--- config.mk ---
export PLATFORM = sky130hd
export DESIGN_NAME = seg7_scan_flat
export DESIGN_NICKNAME = d
export VERILOG_FILES = /design/src/rtl/seg7_pkg.sv /design/src/rtl/seg7_scan_if.sv /design/src/rtl/seg7_decode.sv /design/src/rtl/seg7_scan.sv /design/src/flat_wrapper.sv
export SDC_FILE = /design/constraint.sdc
export NUM_CORES = 1
export LEC_CHECK = 0
export ABC_CLOCK_PERIOD_IN_PS = 2300
export CELL_PAD_IN_SITES_DETAIL_PLACEMENT = 1
export CELL_PAD_IN_SITES_GLOBAL_PLACEMENT = 2
export CORE_ASPECT_RATIO = 1.2
export CORE_MARGIN = 10
export CORE_UTILIZATION = 37
export DETAILED_ROUTE_END_ITERATION = 16
export PLACE_DENSITY_LB_ADDON = 0.25
export SLEW_MARGIN = 20
export SYNTH_ARGS = -nofsm -noshare
export SYNTH_HDL_FRONTEND = slang
export SYNTH_HIERARCHICAL = 1
export SYNTH_SLANG_ARGS = --single-unit
--- constraint.sdc ---
create_clock -name clk -period 2.3 [get_ports clk]
set_input_delay 0.46 -clock clk [delete_from_list [all_inputs] [get_ports clk]]
set_output_delay 0.46 -clock clk [all_outputs]
set_load 0.02 [all_outputs]
--- src/rtl/seg7_pkg.sv ---
// Shared constants for the 7-segment scan driver: active-low segment codes
// ({g,f,e,d,c,b,a}, 0 = lit) and the per-slot FSM state encoding.
// Latency: n/a (constants only). Backpressure: n/a.
package seg7_pkg;

  // Active-low segment patterns, bit order {g,f,e,d,c,b,a}.
  localparam logic [6:0] SEG_0     = 7'h40;
  localparam logic [6:0] SEG_1     = 7'h79;
  localparam logic [6:0] SEG_2     = 7'h24;
  localparam logic [6:0] SEG_3     = 7'h30;
  localparam logic [6:0] SEG_4     = 7'h19;
  localparam logic [6:0] SEG_5     = 7'h12;
  localparam logic [6:0] SEG_6     = 7'h02;
  localparam logic [6:0] SEG_7     = 7'h78;
  localparam logic [6:0] SEG_8     = 7'h00;
  localparam logic [6:0] SEG_9     = 7'h10;
  localparam logic [6:0] SEG_BLANK = 7'h7F;

  // Per-slot state: anodes off during BLANK, one anode on during DRIVE.
  typedef enum logic {
    ST_BLANK = 1'b0,
    ST_DRIVE = 1'b1
  } slot_state_t;

endpackage : seg7_pkg

--- src/rtl/seg7_scan_if.sv ---
// Bundle between the counter chain and the display driver.
// Latency: n/a (wires only). Backpressure: none; load is a fire-and-forget strobe.
// Signals: digits_in (4*DIGITS BCD, digit k at [4k+3:4k]), load (strobe),
//          seg (7, active-low), an (DIGITS, active-low), frame_done (pulse).
// master = counter-chain side, slave = the scan driver.
interface seg7_scan_if #(
  parameter int DIGITS = 4
);
  logic [4*DIGITS-1:0] digits_in;
  logic                load;
  logic [6:0]          seg;
  logic [DIGITS-1:0]   an;
  logic                frame_done;

  modport master (
    output digits_in,
    output load,
    input  seg,
    input  an,
    input  frame_done
  );

  modport slave (
    input  digits_in,
    input  load,
    output seg,
    output an,
    output frame_done
  );
endinterface : seg7_scan_if

--- src/rtl/seg7_decode.sv ---
// BCD digit to active-low 7-segment pattern; codes 10..15 render blank.
// Latency: combinational. Backpressure: none.
// Ports: bcd_i (4) BCD code in; seg_o (7) {g,f,e,d,c,b,a} active-low out.
module seg7_decode
  import seg7_pkg::*;
(
  input  logic [3:0] bcd_i,
  output logic [6:0] seg_o
);

  always_comb begin
    seg_o = SEG_BLANK;
    case (bcd_i)
      4'd0:    seg_o = SEG_0;
      4'd1:    seg_o = SEG_1;
      4'd2:    seg_o = SEG_2;
      4'd3:    seg_o = SEG_3;
      4'd4:    seg_o = SEG_4;
      4'd5:    seg_o = SEG_5;
      4'd6:    seg_o = SEG_6;
      4'd7:    seg_o = SEG_7;
      4'd8:    seg_o = SEG_8;
      4'd9:    seg_o = SEG_9;
      default: seg_o = SEG_BLANK;
    endcase
  end

endmodule : seg7_decode

--- src/rtl/seg7_scan.sv ---
// Time-multiplexed common-anode 7-segment driver; new digits latched only at frame boundaries.
// Latency: seg/an/frame_done registered, one cycle behind the slot counters; load->display <= 1 frame + BLANK_CYC+1.
// Backpressure: none; load always accepted (last load before a boundary wins).
// Ports: clk, res (async, active-high); bus (seg7_scan_if.slave): digits_in, load in;
//        seg, an, frame_done out.
// Optional build macro LEADING_ZERO_BLANK_EN: blank digits above the most
// significant nonzero shadow digit (digit 0 always shown).
module seg7_scan
  import seg7_pkg::*;
#(
  parameter int DIGITS    = 4,
  parameter int SCAN_DIV  = 24000,
  parameter int BLANK_CYC = 240
) (
  input  logic          clk,
  input  logic          res,
  seg7_scan_if.slave    bus
);

  localparam int CNT_W = (SCAN_DIV > 1) ? $clog2(SCAN_DIV) : 1;
  localparam int IDX_W = (DIGITS > 1) ? $clog2(DIGITS) : 1;
  localparam logic [CNT_W-1:0] CNT_LAST = CNT_W'(SCAN_DIV - 1);
  localparam logic [IDX_W-1:0] IDX_LAST = IDX_W'(DIGITS - 1);

  // Scan position
  logic [CNT_W-1:0]    cnt_q, cnt_d;
  logic [IDX_W-1:0]    idx_q, idx_d;
  slot_state_t         state_q, state_d;

  // Digit storage: pending holds the most recent load until the next
  // boundary; shadow is what the display actually scans.
  logic [4*DIGITS-1:0] pend_q, pend_d;
  logic                pflag_q, pflag_d;
  logic [4*DIGITS-1:0] shadow_q, shadow_d;

  // Registered outputs
  logic [6:0]          seg_q, seg_d;
  logic [DIGITS-1:0]   an_q, an_d;
  logic                fd_q, fd_d;

  logic                slot_wrap;
  logic                boundary;
  logic [3:0]          cur_digit;
  logic [6:0]          dec_seg;
  logic                digit_show;

  assign slot_wrap = (cnt_q == CNT_LAST);
  assign boundary  = slot_wrap && (idx_q == IDX_LAST);

  // Only the digit currently being scanned is decoded.
  assign cur_digit = shadow_q[4*idx_q +: 4];

  seg7_decode u_decode (
    .bcd_i (cur_digit),
    .seg_o (dec_seg)
  );

`ifdef LEADING_ZERO_BLANK_EN
  // Walk from the top digit down; once a nonzero digit is seen, it and
  // every lower digit are shown. Digit 0 is forced on so zero reads "0".
  logic [DIGITS-1:0] lz_show;
  logic              lz_seen;

  always_comb begin
    lz_show = '0;
    lz_seen = 1'b0;
    for (int k = DIGITS - 1; k >= 0; k--) begin
      lz_seen    = lz_seen | (shadow_q[4*k +: 4] != 4'd0);
      lz_show[k] = lz_seen | (k == 0);
    end
  end

  assign digit_show = lz_show[idx_q];
`else
  assign digit_show = 1'b1;
`endif

  always_comb begin
    cnt_d    = cnt_q;
    idx_d    = idx_q;
    state_d  = state_q;
    pend_d   = pend_q;
    pflag_d  = pflag_q;
    shadow_d = shadow_q;
    seg_d    = SEG_BLANK;
    an_d     = '1;
    fd_d     = boundary;

    // Slot and digit counters
    if (slot_wrap) begin
      cnt_d = '0;
      idx_d = (idx_q == IDX_LAST) ? '0 : idx_q + 1'b1;
    end else begin
      cnt_d = cnt_q + 1'b1;
    end

    // Slot FSM: blank at the head of every slot, drive for the remainder.
    case (state_q)
      ST_BLANK: begin
        if (!slot_wrap && (int'(cnt_q) + 1 >= BLANK_CYC)) begin
          state_d = ST_DRIVE;
        end
      end
      ST_DRIVE: begin
        if (slot_wrap) begin
          state_d = ST_BLANK;
        end
      end
      default: state_d = ST_BLANK;
    endcase

    // Outputs follow the current state; they are registered below, so an
    // only ever switches on a cycle where the previous seg was blank.
    if (state_q == ST_DRIVE) begin
      an_d[idx_q] = 1'b0;
      seg_d       = digit_show ? dec_seg : SEG_BLANK;
    end

    // Digit update: a load landing exactly on the boundary bypasses the
    // pending stage so it is not held for an extra frame.
    if (bus.load && boundary) begin
      shadow_d = bus.digits_in;
      pflag_d  = 1'b0;
    end else begin
      if (boundary && pflag_q) begin
        shadow_d = pend_q;
        pflag_d  = 1'b0;
      end
      if (bus.load) begin
        pend_d  = bus.digits_in;
        pflag_d = 1'b1;
      end
    end
  end

  always_ff @(posedge clk or posedge res) begin
    if (res) begin
      cnt_q    <= '0;
      idx_q    <= '0;
      state_q  <= ST_BLANK;
      pend_q   <= '0;
      pflag_q  <= 1'b0;
      shadow_q <= '0;
      seg_q    <= SEG_BLANK;
      an_q     <= '1;
      fd_q     <= 1'b0;
    end else begin
      cnt_q    <= cnt_d;
      idx_q    <= idx_d;
      state_q  <= state_d;
      pend_q   <= pend_d;
      pflag_q  <= pflag_d;
      shadow_q <= shadow_d;
      seg_q    <= seg_d;
      an_q     <= an_d;
      fd_q     <= fd_d;
    end
  end

  assign bus.seg        = seg_q;
  assign bus.an         = an_q;
  assign bus.frame_done = fd_q;

endmodule : seg7_scan

--- src/flat_wrapper.sv ---
// flat-port wrapper written by rule: the top's interface ports become plain ports
module seg7_scan_flat import seg7_pkg::*;
#(
  parameter int DIGITS    = 4,
  parameter int SCAN_DIV  = 24000,
  parameter int BLANK_CYC = 240
)
  (clk, res, bus_digits_in, bus_load, bus_seg, bus_an, bus_frame_done);
  seg7_scan_if #(.DIGITS(DIGITS)) bus_i ();
  input  logic clk;
  input  logic res;
  input wire logic [$bits(bus_i.digits_in)-1:0] bus_digits_in;
  input wire logic [$bits(bus_i.load)-1:0] bus_load;
  output wire logic [$bits(bus_i.seg)-1:0] bus_seg;
  output wire logic [$bits(bus_i.an)-1:0] bus_an;
  output wire logic [$bits(bus_i.frame_done)-1:0] bus_frame_done;
  assign bus_i.digits_in = bus_digits_in;
  assign bus_i.load = bus_load;
  assign bus_seg = bus_i.seg;
  assign bus_an = bus_i.an;
  assign bus_frame_done = bus_i.frame_done;
  seg7_scan #(.DIGITS(DIGITS), .SCAN_DIV(SCAN_DIV), .BLANK_CYC(BLANK_CYC)) u_core (.clk(clk), .res(res), .bus(bus_i));
endmodule
==> impl_metrics.toml <==
[outcome]
status = "completed"

[cells_and_area]
fin_cells = 455
nets = 366
postLayoutCellArea_um2 = 3925
fillers = 913
diodes = 0
drive_above_1_share = 0.2082
area_growth_syn_to_layout_pct = 24.93

[floorplan]
start_util = 0.3832
ios = 31
die_w_um = 104.1
std_cell_rows = 36
fp.dieH_um = 120.9
fp.coreArea_um2 = 8198
dieArea_um2 = 12590

[yosys]
synth_seq_cells = 63
post_synth_num_cell_types = 41
synth_area_leaders = "dfrtp_1 41%, dfstp_2 9.2%, mux2_4 4.8%"
yosysWarningCount = 6
synth_compound_area_frac = 0.1016
synthAdderAreaFrac = 0.04381
synth_edf_count = 0
synthArstFlopShare = 1.000
synth_top_area_frac = 0.4142
ys.flop_type = "dfrtp_1"
post-synth-top-area-cell = "dfrtp_1"
synth_mux_area_frac = 0.1012
syn_avg_cell_area_um2 = 10.76
syn_inst = 292
synth_common_cells = "52 x dfrtp_1, 37 x nand2_1, 26 x nor2_1"
syn-cell-area_um2 = 3142
yosys.area_share.simple = 0.1645
synth_top_family_by_area = "simple AND/OR/NAND/NOR gates"
ys_seq_area_frac = 0.5062
synth_nets = 322
synthXorXnorAreaFrac = 0.04182
yosysMostFrequentCell = "dfrtp_1"

[sta]
min_period_over_period = 0.9154
clock_skew_ns = 0.01044
whs_ns = 0.4821
rsz0062_at_grt = "false"
clock.fmax_mhz = 474.9
hold_violations = 0
worst_pin_slew_ns = 0.7128
relSlewSlack = 0.5237
finalWorstPathRequiredPeriod_ns = 2.106
tns_ns = 0
setup_viol = 0
slew_viol_final = 0

[clock_tree]
ctsHoldBuffers = 0
clkTransAtPathRegs_ns = 0.07
ctsRootBufferMaster = "clkbuf_8"
clock-sinks = 63
clk_latency_ns = 0.34
cts-htree-levels = 3
clk_path_buf_depth = 2
numCtsBuffers = 9
cts_tree = "yes"
post_cts_buffers = 0

[power]
power.density_nw_per_um2 = 610.5
p_leak_uw = 0.001696
vdd_drop_max_uv = 409.2
power.total_uw = 2396

[detailed_routing]
drc = 0
drt-initial-drc-count = 55
avgViaCountPerCell = 4.912
vias = 2235
totalWireLength_mm = 7.224
wl_per_cell_um = 15.88
drtAntennaViolNets = 0
dr.pass1.iters = 4

[worst_setup_path]
criticalPathCategory = "register to register"
critPathLaunchType = "register"
required_ns = 2.55
cp_max_fo = 18
cp-end-kind = "register"
critPathArrivalTime_ns = 2.36

[place]
routabilityCongestion = 0.7513
hpwl_mm = 5.348
post_dp_cell_area_um2 = 3681
placedCellCount = 439
portBuffers = 30

[grt]
grt_max_degree = 32
grt_usage = 0.1205
grt_overflow = 0
grt_first_pass_wirelength_mm = 12.28
antenna_found_initial = 0
grt_pass1_vias = 2437

[flow_run]
max_cap_viol_count = 0

[hold_path]
hold_class = "input pin to async pin"
power by group:
part / switching (uW) / leakage (uW) / internal [uW]
Clock: 450 / 0.000124 / 648
Combinational: 63.2 / 0.000785 / 82.5
Sequential: 16.2 / 0.000786 / 1140
Total: 529 / 0.00170 / 1870
through the flow:
| stage | worst slack, ns | util |
|---|---|---|
| 2_1_floorplan | 0.2460 | - |
| 3_3_place_gp | -0.1753 | 0.4481 |
| 3_5_place_dp | 0.1132 | 0.4490 |
| 4_1_cts | 0.07969 | 0.4783 |
| 5_1_grt | 0.04455 | 0.4788 |
| 6_report | 0.1945 | 0.4788 |
cell type report:
| type | count | area, um^2 | area share |
|---|---|---|---|
| clock buffer | 14 | 226.5 | 0.05770 |
| clock inverter | 2 | 13.76 | 0.003507 |
| sequential | 63 | 1590 | 0.4052 |
| inverter | 10 | 37.54 | 0.009563 |
| tap | 114 | 142.6 | 0.03634 |
| timing repair buffer | 49 | 484.2 | 0.1234 |
| multi-input combinational | 203 | 1430 | 0.3644 |
flip-flops by register name, summed over array words and instances (netlist names):
register and cells:
u_core/shadow_q 16, u_core/bus.seg 7, u_core/pflag_q 1, u_core/cnt_q 15, u_core/idx_q 2, u_core/state_q 1
u_core/bus.an 4, u_core/pend_q 16, u_core/bus.frame_done 1
path summary, 6_finish.rpt:
| kind | from | end | slack, ns | depth (start not counted) |
|---|---|---|---|---|
| setup / recovery | u_core/cnt_q[9] | u_core/shadow_q[11] | 0.19 | 7 |
| hold / removal | res | u_core/shadow_q[8] | 0.48 | 2 |
| setup reg to reg | u_core/cnt_q[9] | u_core/shadow_q[11] | 0.19 | 7 |
| hold reg to reg | u_core/shadow_q[9] | u_core/shadow_q[9] | 0.48 | 2 |
| max in group asynchronous | res | u_core/bus.seg[2] | 1.23 | 3 |
| min in group clk | u_core/shadow_q[9] | u_core/shadow_q[9] | 0.48 | 2 |
critical path: stages (launching register included):
cell	delay [ns]
dfrtp_1	0.45
nand4bb_4	0.27
nor4_4	0.39
buf_6	0.24
and3_1	0.17
buf_4	0.21
o22ai_1	0.12
o21ai_1	0.16
per-layer routing:
metal	up-vias	GRT usage	wire, um
met5	-	0	0
met4	0	0.05923	189
met1	1091	0.1370	3162
met2	35	0.2083	3697
li1	1094	-	-
met3	15	0.02922	175
logic make-up (layout without fill, tap and decap cells):
kind of cell,after synthesis,count (layout)
compound gates,54,54
xor+xnor,15,15
fa+ha+maj,11,11
flops,63,63
simple gates,102,102
mux,21,21
buf+inv,26,75
cell usage in the layout, fill, tap and decap left out, types with 6 or more instances in the layout:
| master | n |
|---|---|
| xor2_1 | 9 |
| dfrtp_1 | 52 |
| mux2_4 | 10 |
| buf_4 | 15 |
| o22ai_1 | 15 |
| a21oi_1 | 6 |
| dfstp_2 | 11 |
| clkdlybuf4s50_1 | 30 |
| nand4_1 | 6 |
| ha_1 | 11 |
| xnor2_1 | 6 |
| clkbuf_8 | 11 |
| inv_1 | 8 |
| nor2_1 | 26 |
| nand2_1 | 37 |
| o21ai_0 | 9 |
| nand2b_1 | 13 |
| mux2_2 | 6 |
| o21ai_1 | 15 |
timing repair:
action	4_1_cts	5_1_grt
hold endpoints to repair	0	0
setup endpoints to repair	0	2
resized for setup	0	1
(Power assumes the default switching activity.)
